--- src/rtl/io_timer_if.sv ---
// Processor bus bundle for the io_timer peripheral: address, write data/strobe
// out of the CPU, registered read data and select back into its DIN mux.
interface io_timer_if;
    logic [15:0] ADDR;
    logic [15:0] DOUT;
    logic        W;
    logic [15:0] RDATA;
    logic        SEL;

    modport master (output ADDR, output DOUT, output W, input RDATA, input SEL);
    modport slave  (input ADDR, input DOUT, input W, output RDATA, output SEL);
endinterface

--- src/rtl/io_timer.sv ---
// Memory-mapped down-counter with optional auto-reload and an Expired flag.
// Define IO_TIMER_PRESCALE_EN to divide ticks by PRESCALE; otherwise every RUN cycle ticks.
module io_timer #(
    parameter logic [3:0] BASE     = 4'h4,
    parameter int         PRESCALE = 50000000
) (
    input  logic        Clock,
    input  logic        Resetn,
    io_timer_if.slave   bus,
    output logic        Expired
);

    if (PRESCALE < 2) begin : g_bad_prescale
        $error("io_timer: PRESCALE must be at least 2");
    end

    logic [15:0] load_q, load_d;
    logic [15:0] count_q, count_d;
    logic        run_q, run_d;
    logic        auto_q, auto_d;
    logic        expired_q, expired_d;
    logic        reload_q, reload_d;
    logic [15:0] rdata_q, rdata_d;
    logic        sel_q, sel_d;

    logic        hit;
    logic [1:0]  offset;
    logic        load_wr;
    logic        ctrl_wr;
    logic        tick;
    logic        expire_now;
    logic [15:0] reg_mux;

    wire unused_addr = &{1'b0, bus.ADDR[11:2]};

`ifdef IO_TIMER_PRESCALE_EN
    localparam int PW = (PRESCALE > 2) ? $clog2(PRESCALE) : 1;
    logic [PW-1:0] presc_q, presc_d;
    logic          presc_wrap;

    assign presc_wrap = (presc_q == PW'(PRESCALE - 1));
    assign tick       = run_q & presc_wrap;
`else
    assign tick = run_q;
`endif

    assign hit     = (bus.ADDR[15:12] == BASE);
    assign offset  = bus.ADDR[1:0];
    assign load_wr = hit & bus.W & (offset == 2'd0);
    assign ctrl_wr = hit & bus.W & (offset == 2'd1);

    // A pending auto-reload turns the next tick into a reload instead of an expiry.
    assign expire_now = tick & (count_q <= 16'd1) & ~reload_q;

    always_comb begin
        load_d    = load_q;
        count_d   = count_q;
        run_d     = run_q;
        auto_d    = auto_q;
        expired_d = expired_q;
        reload_d  = reload_q;
`ifdef IO_TIMER_PRESCALE_EN
        presc_d = presc_q;
        if (run_q) begin
            presc_d = presc_wrap ? '0 : presc_q + 1'b1;
        end
`endif
        if (load_wr) begin
            load_d = bus.DOUT;
        end

        // A CTRL write wins over a coincident tick: the tick's count/RUN effect is dropped.
        if (ctrl_wr) begin
            run_d    = bus.DOUT[0];
            auto_d   = bus.DOUT[1];
            reload_d = reload_q & bus.DOUT[0] & bus.DOUT[1];
            if (bus.DOUT[0] && !run_q) begin
                count_d  = load_q;
                reload_d = 1'b0;
`ifdef IO_TIMER_PRESCALE_EN
                presc_d = '0;
`endif
            end
        end else if (tick) begin
            if (reload_q) begin
                count_d  = load_q;
                reload_d = 1'b0;
            end else if (count_q > 16'd1) begin
                count_d = count_q - 16'd1;
            end else if (count_q == 16'd1) begin
                count_d = 16'd0;
                if (auto_q) begin
                    reload_d = 1'b1;
                end else begin
                    run_d = 1'b0;
                end
            end else begin
                run_d = 1'b0;
            end
        end

        // Expiry still flags on a write edge and beats a simultaneous clear.
        if (ctrl_wr && bus.DOUT[2]) begin
            expired_d = 1'b0;
        end
        if (expire_now) begin
            expired_d = 1'b1;
        end
    end

    always_comb begin
        reg_mux = 16'h0000;
        case (offset)
            2'd0: reg_mux = load_q;
            2'd1: reg_mux = {14'h0000, auto_q, run_q};
            2'd2: reg_mux = count_q;
            2'd3: reg_mux = {14'h0000, run_q, expired_q};
            default: reg_mux = 16'h0000;
        endcase
        rdata_d = hit ? reg_mux : 16'h0000;
        sel_d   = hit & ~bus.W;
    end

    always_ff @(posedge Clock or negedge Resetn) begin
        if (!Resetn) begin
            load_q    <= 16'h0000;
            count_q   <= 16'h0000;
            run_q     <= 1'b0;
            auto_q    <= 1'b0;
            expired_q <= 1'b0;
            reload_q  <= 1'b0;
            rdata_q   <= 16'h0000;
            sel_q     <= 1'b0;
        end else begin
            load_q    <= load_d;
            count_q   <= count_d;
            run_q     <= run_d;
            auto_q    <= auto_d;
            expired_q <= expired_d;
            reload_q  <= reload_d;
            rdata_q   <= rdata_d;
            sel_q     <= sel_d;
        end
    end

`ifdef IO_TIMER_PRESCALE_EN
    always_ff @(posedge Clock or negedge Resetn) begin
        if (!Resetn) begin
            presc_q <= '0;
        end else begin
            presc_q <= presc_d;
        end
    end
`endif

    assign bus.RDATA = rdata_q;
    assign bus.SEL   = sel_q;
    assign Expired   = expired_q;

endmodule

--- src/flat_wrapper.sv ---
// flat-port wrapper written by rule: the top's interface ports become plain ports
module io_timer_flat 
#(
    parameter logic [3:0] BASE     = 4'h4,
    parameter int         PRESCALE = 50000000
)
  (Clock, Resetn, Expired, bus_ADDR, bus_DOUT, bus_W, bus_RDATA, bus_SEL);
  io_timer_if bus_i ();
  input  logic Clock;
  input  logic Resetn;
  output logic Expired;
  input wire logic [$bits(bus_i.ADDR)-1:0] bus_ADDR;
  input wire logic [$bits(bus_i.DOUT)-1:0] bus_DOUT;
  input wire logic [$bits(bus_i.W)-1:0] bus_W;
  output wire logic [$bits(bus_i.RDATA)-1:0] bus_RDATA;
  output wire logic [$bits(bus_i.SEL)-1:0] bus_SEL;
  assign bus_i.ADDR = bus_ADDR;
  assign bus_i.DOUT = bus_DOUT;
  assign bus_i.W = bus_W;
  assign bus_RDATA = bus_i.RDATA;
  assign bus_SEL = bus_i.SEL;
  io_timer #(.BASE(BASE), .PRESCALE(PRESCALE)) u_core (.Clock(Clock), .Resetn(Resetn), .bus(bus_i), .Expired(Expired));
endmodule
--- config.mk ---
export PLATFORM = sky130hd
export DESIGN_NAME = io_timer_flat
export DESIGN_NICKNAME = d
export VERILOG_FILES = /design/src/rtl/io_timer_if.sv /design/src/rtl/io_timer.sv /design/src/flat_wrapper.sv
export SDC_FILE = /design/constraint.sdc
export NUM_CORES = 1
export LEC_CHECK = 0
export CAP_MARGIN = 20
export CORE_ASPECT_RATIO = 0.75
export CORE_MARGIN = 2
export CORE_UTILIZATION = 26
export CTS_CLUSTER_DIAMETER = 150
export CTS_CLUSTER_SIZE = 12
export DETAILED_ROUTE_END_ITERATION = 16
export HOLD_SLACK_MARGIN = 0.15
export PLACE_DENSITY = 0.51
export REMOVE_ABC_BUFFERS = 1
export SYNTH_ARGS = -nofsm -noshare
export SYNTH_HDL_FRONTEND = slang
export SYNTH_SLANG_ARGS = --single-unit
export TNS_END_PERCENT = 50
--- constraint.sdc ---
create_clock -name Clock -period 3.88 [get_ports Clock]
set_input_delay 0.388 -clock Clock [delete_from_list [all_inputs] [get_ports Clock]]
set_output_delay 0.388 -clock Clock [all_outputs]
set_load 0.05 [all_outputs]
# --- Word level (Yosys, flattened, before mapping) ---
# Index checks and enable logic that the tools add are counted.
classes:
  add_sub_neg: 1
  multipliers: 0
  div: 0
  order_cmp: 2
  eq_ne: 6
  n_shift: 0
  muxes: 21
  bitwise_logic: 10
  n_reduce_logical: 8
op_table:
  columns: ["cell", "count"]
  rows:
  - ["$mux 16", 7]
  - ["$pmux 16 s4", 1]
  - ["$eq 16x1->1 const B", 1]
  - ["$gt 16x1->1 const B", 1]
  - ["$le 16x1->1 const B", 1]
  - ["$sub 16x1->16 const B", 1]
  - ["$mux 1", 13]
  - ["$and 1x1->1", 8]
  - ["$eq 2x2->1 const B", 2]
  - ["$eq 4x3->1 const B", 1]
  - ["$reduce_bool 2->1", 2]
  - ["$reduce_bool 4->1", 1]
  - ["$reduce_and 3->1", 1]
  - ["$eq 2x1->1 const B", 1]
  - ["$logic_and 1x1->1", 2]
  - ["$logic_not 2->1", 1]
  - ["$ne 2x2->1 const B", 1]
  - ["$not 1->1", 2]
  - ["$logic_not 1->1", 1]
totals:
  reg_bits: 53
  latchBits: 0
  ramBits: 0
  mem_bits_ro: 0
  input_bits: 35
  output_inout_bits: 18
  wordCells: 56
  memories: 0

# --- Depth between registers and ports, before layout ---
logic_depth:
  ltp_word: 6
  ltp_mapped: 9
  mapped_depth_nobuf: 7

# --- Worst setup path before layout ---
# No wires, ideal clock.
synth_timing:
  kind: "reg2reg"
  from: "register u_core.count_q[0]"
  to: "register u_core.count_q[1]"
  setup_time_ps: 125
  arrival_time_ps: 2296
  required_ps: 3755
  setup_slack_ps: 1459
  path_stages_with_launch: 10
  path_buffers: 2
  synth_period_minus_slack_ps: 2421
  cell_sequence: "dfrtp_1 > inv_1 > ha_1 > or4b_1 > clkbuf_1 > nor4_4 > a21oi_2 > or2_1 > buf_2 > mux2_4"
synth_via:
  elab_chain_len: 5
  elab_cells_between_ends: 9
synth_lines:
  columns: ["item", "line_no", "rtl"]
  rows:
  - ["start: declaration", "io_timer.sv:18", "logic [15:0] count_q, count_d;"]
  - ["start signal: assignment", "io_timer.sv:136", "count_q <= count_d;"]
  - ["$sub 16x1->16 / $gt 16x1->1 (equally long branches)", "io_timer.sv:89, io_timer.sv:88", null]
  - ["$mux 16", "io_timer.sv:88", "end else if (count_q > 16'd1) begin"]
  - ["$mux 16", "io_timer.sv:85", "if (reload_q) begin"]
  - ["$mux 16", "io_timer.sv:84", "end else if (tick) begin"]
  - ["$mux 16", "io_timer.sv:73", "if (ctrl_wr) begin"]
# Parallel ways exist; a longest one is shown, timed or not. The select of a mux whose other input is x is not followed.
# A chain may end at the register's enable or synchronous reset.

# --- Worst setup path in the final report ---
# Same ends and word-level chain as after synthesis.

==> flow_summary.json <==
{
  "track_usage_pct": 13.19,
  "rsz0062_at_grt": "false",
  "port_buffers": 42,
  "layoutNonFillerInstCount": 423,
  "cellLeakagePower_nw": 1.465,
  "grt_max_degree": 43,
  "crit_arrival_ps": 3110,
  "antenna_found_initial": 0,
  "synth_xor_area_share_pct": 0,
  "synthMuxAreaShare_pct": 15.44,
  "fmax_mhz": 341.2,
  "fin_crit_sh_pct": 75.54,
  "total_power_mw": 2.458,
  "synth_area_sq_mm": 0.002771,
  "critical_path_class": "flop to flop",
  "seq_area_frac_synth_pct": 47.86,
  "postCtsSetupBuffers": 0,
  "clk_pin_slew_worst_paths_ps": 70,
  "final_cell_mix": "53 x dfrtp_1, 41 x clkdlybuf4s50_1, 27 x nor2_1",
  "drive_gt1_share_pct": 14.29,
  "synth_cell_type_count": 45,
  "drt_iter0_drc": 127,
  "slew_headroom_pct": 46.41,
  "fin_worst_skew_ps": 6.591,
  "vdd_drop_max_v": 0.0003687,
  "cts-root-buf": "clkbuf_16",
  "cap_violations": 0,
  "wirelength_um": 6989,
  "dr.pass1.iters": 4,
  "wl_met2_um": 3006,
  "diodes": 0,
  "utilization_pct": 33.48,
  "tightest_slew_ps": 803.9,
  "grt_first_pass_wirelength_um": 11650,
  "wl_met1_um": 3526,
  "cts_tree": "done",
  "fin_ws_ps": 949.1,
  "synth_area_per_cell_sq_um": 11.18,
  "netlist_instances": 248,
  "drt.antenna.violating_nets": 0,
  "synth_flop_cell": "dfrtp_1",
  "cp-start-kind": "flop",
  "yosysWarnings": 0,
  "cp_slowest_cell": "or4b_1",
  "setup_viol": 0,
  "synthAdderAreaFrac_pct": 0.9029,
  "gr-total-overflow": 0,
  "slew_violations": 0,
  "initial_utilization_pct": 26.83,
  "die_h_um": 93.41,
  "wl_per_cell_um": 16.52,
  "top_layer_used": "met4",
  "vias": 2102,
  "dp.final_hpwl_um": 4912,
  "min_path_type": "primary input to asynchronous set/reset pin",
  "r2r_slack_ps": 950,
  "htree_num_levels": 2,
  "wl_met3_um": 394,
  "place.gp.congestion": 0.8882,
  "status": "finished, final reports clean",
  "row_count": 32,
  "post-place-ws_ps": 769.3,
  "grt_pass1_vias": 2177,
  "numCtsBuffers": 5,
  "die_area_sq_mm": 0.01151,
  "final_common_cell": "dfrtp_1",
  "areaGrowthSynthToFinish_pct": 24.79,
  "crit_family": "simple AND/OR/NAND/NOR gates",
  "hold_viol": 0,
  "min_period_ps": 2931,
  "ys_seq_elements": 53,
  "synth_top_family_by_area": "simple AND/OR/NAND/NOR gates",
  "drc_errors": 0,
  "worstPathCellList": "inv_1, ha_1, or4b_1, nor4_4, a21oi_2, or2_1, mux2_4",
  "clk_path_buf_depth": 2,
  "cp.required_ps": 4060,
  "synth_edf_count": 0,
  "path_max_fanout": 17,
  "nets": 324,
  "placed_cells": 415,
  "async_flop_share_pct": 100.0,
  "synth-simple-area-share_pct": 16.07,
  "p_per_area_mw_per_mm2": 710.9,
  "finalSetupTns_ps": 0,
  "cts_resized": 0,
  "cp_slowest_stage_delay_ps": 620,
  "core_area_sq_mm": 0.01033,
  "cp.buffers_inverters": 1,
  "synth_compound_area_share_pct": 15.71,
  "clk_latency_ps": 290,
  "vias_per_cell": 4.969,
  "cts.sinks": 53,
  "boundaryPins": 53,
  "die_w_um": 123.2,
  "critPathCaptureType": "flop"
}
[what timing repair did]
| action | in CTS | in global routing |
|---|---|---|
| setup endpoints to repair | 0 | 0 |
| hold buffers | 1 | 0 |
| endpoints found under the hold margin | 11 | 0 |
[synth_stat cells, types with 2 or more instances]
| cell type | number | share of area (%) |
|---|---|---|
| or4_1 | 3 | 0.81 |
| buf_6 | 2 | 0.81 |
| nor3_1 | 8 | 1.4 |
| mux2_4 | 11 | 6.0 |
| o41ai_1 | 4 | 1.3 |
| clkbuf_1 | 9 | 1.2 |
| o22ai_1 | 12 | 2.7 |
| or4b_1 | 2 | 0.72 |
| a22o_1 | 7 | 2.2 |
| mux4_2 | 2 | 1.6 |
| dfrtp_1 | 53 | 48 |
| a22oi_1 | 3 | 0.81 |
| inv_1 | 4 | 0.54 |
| or2_2 | 3 | 0.68 |
| o21ai_0 | 7 | 1.3 |
| buf_2 | 5 | 0.90 |
| or3_1 | 3 | 0.68 |
| nand2_1 | 13 | 1.8 |
| nor2_1 | 27 | 3.7 |
| and3b_1 | 2 | 0.63 |
| nor4_1 | 7 | 1.6 |
| or2_1 | 2 | 0.45 |
| nor2b_1 | 2 | 0.45 |
| o2bb2ai_1 | 9 | 2.8 |
| a21oi_1 | 5 | 0.90 |
| nand4_1 | 2 | 0.45 |
| mux2i_1 | 15 | 5.4 |
| ha_1 | 2 | 0.90 |
| o31ai_1 | 3 | 0.81 |
| mux2_2 | 6 | 2.4 |
[sequential cells by signal (all words and copies together) (netlist names)]
name / count
u_core.auto_q: 1
u_core.bus.RDATA: 16
u_core.count_q: 16
u_core.reload_q: 1
u_core.bus.SEL: 1
u_core.load_q: 16
u_core.Expired: 1
u_core.run_q: 1
[where the power goes]
part	internal (mW)	total, mW	switching, mW
sequential	0.639	0.757	0.118
combinational	0.526	1.26	0.734
clock	0.254	0.441	0.188
[path summary, 6_finish.rpt]
path,start,endpoint,depth (start not counted)
worst min-delay path,Resetn,u_core.bus.RDATA[11]$_DFF_PN0_,2
min in group Clock,u_core.Expired$_DFFE_PN0P_,u_core.Expired$_DFFE_PN0P_,1
worst min register to register,u_core.Expired$_DFFE_PN0P_,u_core.Expired$_DFFE_PN0P_,1
worst max-delay path,u_core.count_q[0]$_DFFE_PN0P_,u_core.count_q[1]$_DFFE_PN0P_,7
max in group asynchronous,Resetn,u_core.auto_q$_DFFE_PN0P_,3
worst max register to register,u_core.count_q[0]$_DFFE_PN0P_,u_core.count_q[1]$_DFFE_PN0P_,7
[worst register-to-register path, delay by kind of cell, from the launching register on]
family | cells | cell delay (ps)
flip-flops | 1 | 460
adder cells (fa/ha/maj) | 1 | 270
buffers and inverters | 1 | 110
multiplexers | 1 | 360
AND/OR/NAND/NOR | 3 | 1350
AO/OA/AOI/OAI | 1 | 270
[stage by stage]
| stage | hold slack, ps | area [sq um] |
|---|---|---|
| after global routing | 518.8 | 3458 |
| after detailed placement | 271.7 | 3306 |
| after floorplan | 92.41 | 2675 |
| after CTS | 501.6 | 3458 |
| final | 495.1 | 3458 |
| after global placement | 271.8 | 3306 |
[metal layers]
layer,up-vias,GRT usage [%]
li1,1010,-
met1,1035,19.57
met2,52,18.59
met3,5,3.598
met4,0,3.693
met5,-,0
[kinds of logic (layout without fill, tap and decap cells)]
| group | Yosys count | in the layout |
|---|---|---|
| muxes | 34 | 34 |
| AOI/OAI and AO/OA | 58 | 58 |
| DFF | 53 | 53 |
| buffers and inverters | 21 | 60 |
| and+or+nand+nor | 80 | 80 |
| adders and majority gates | 2 | 2 |
[cell type report]
class                      count  area [sq um]
clock buffer                   7         142.6
fill                        1064          6872
inverter                       4         15.01
multi-input combinational    174          1334
sequential                    53          1326
tap                          136         170.2
timing repair buffer          49         470.5
No activity file was read; power rests on OpenSTA's default activity.
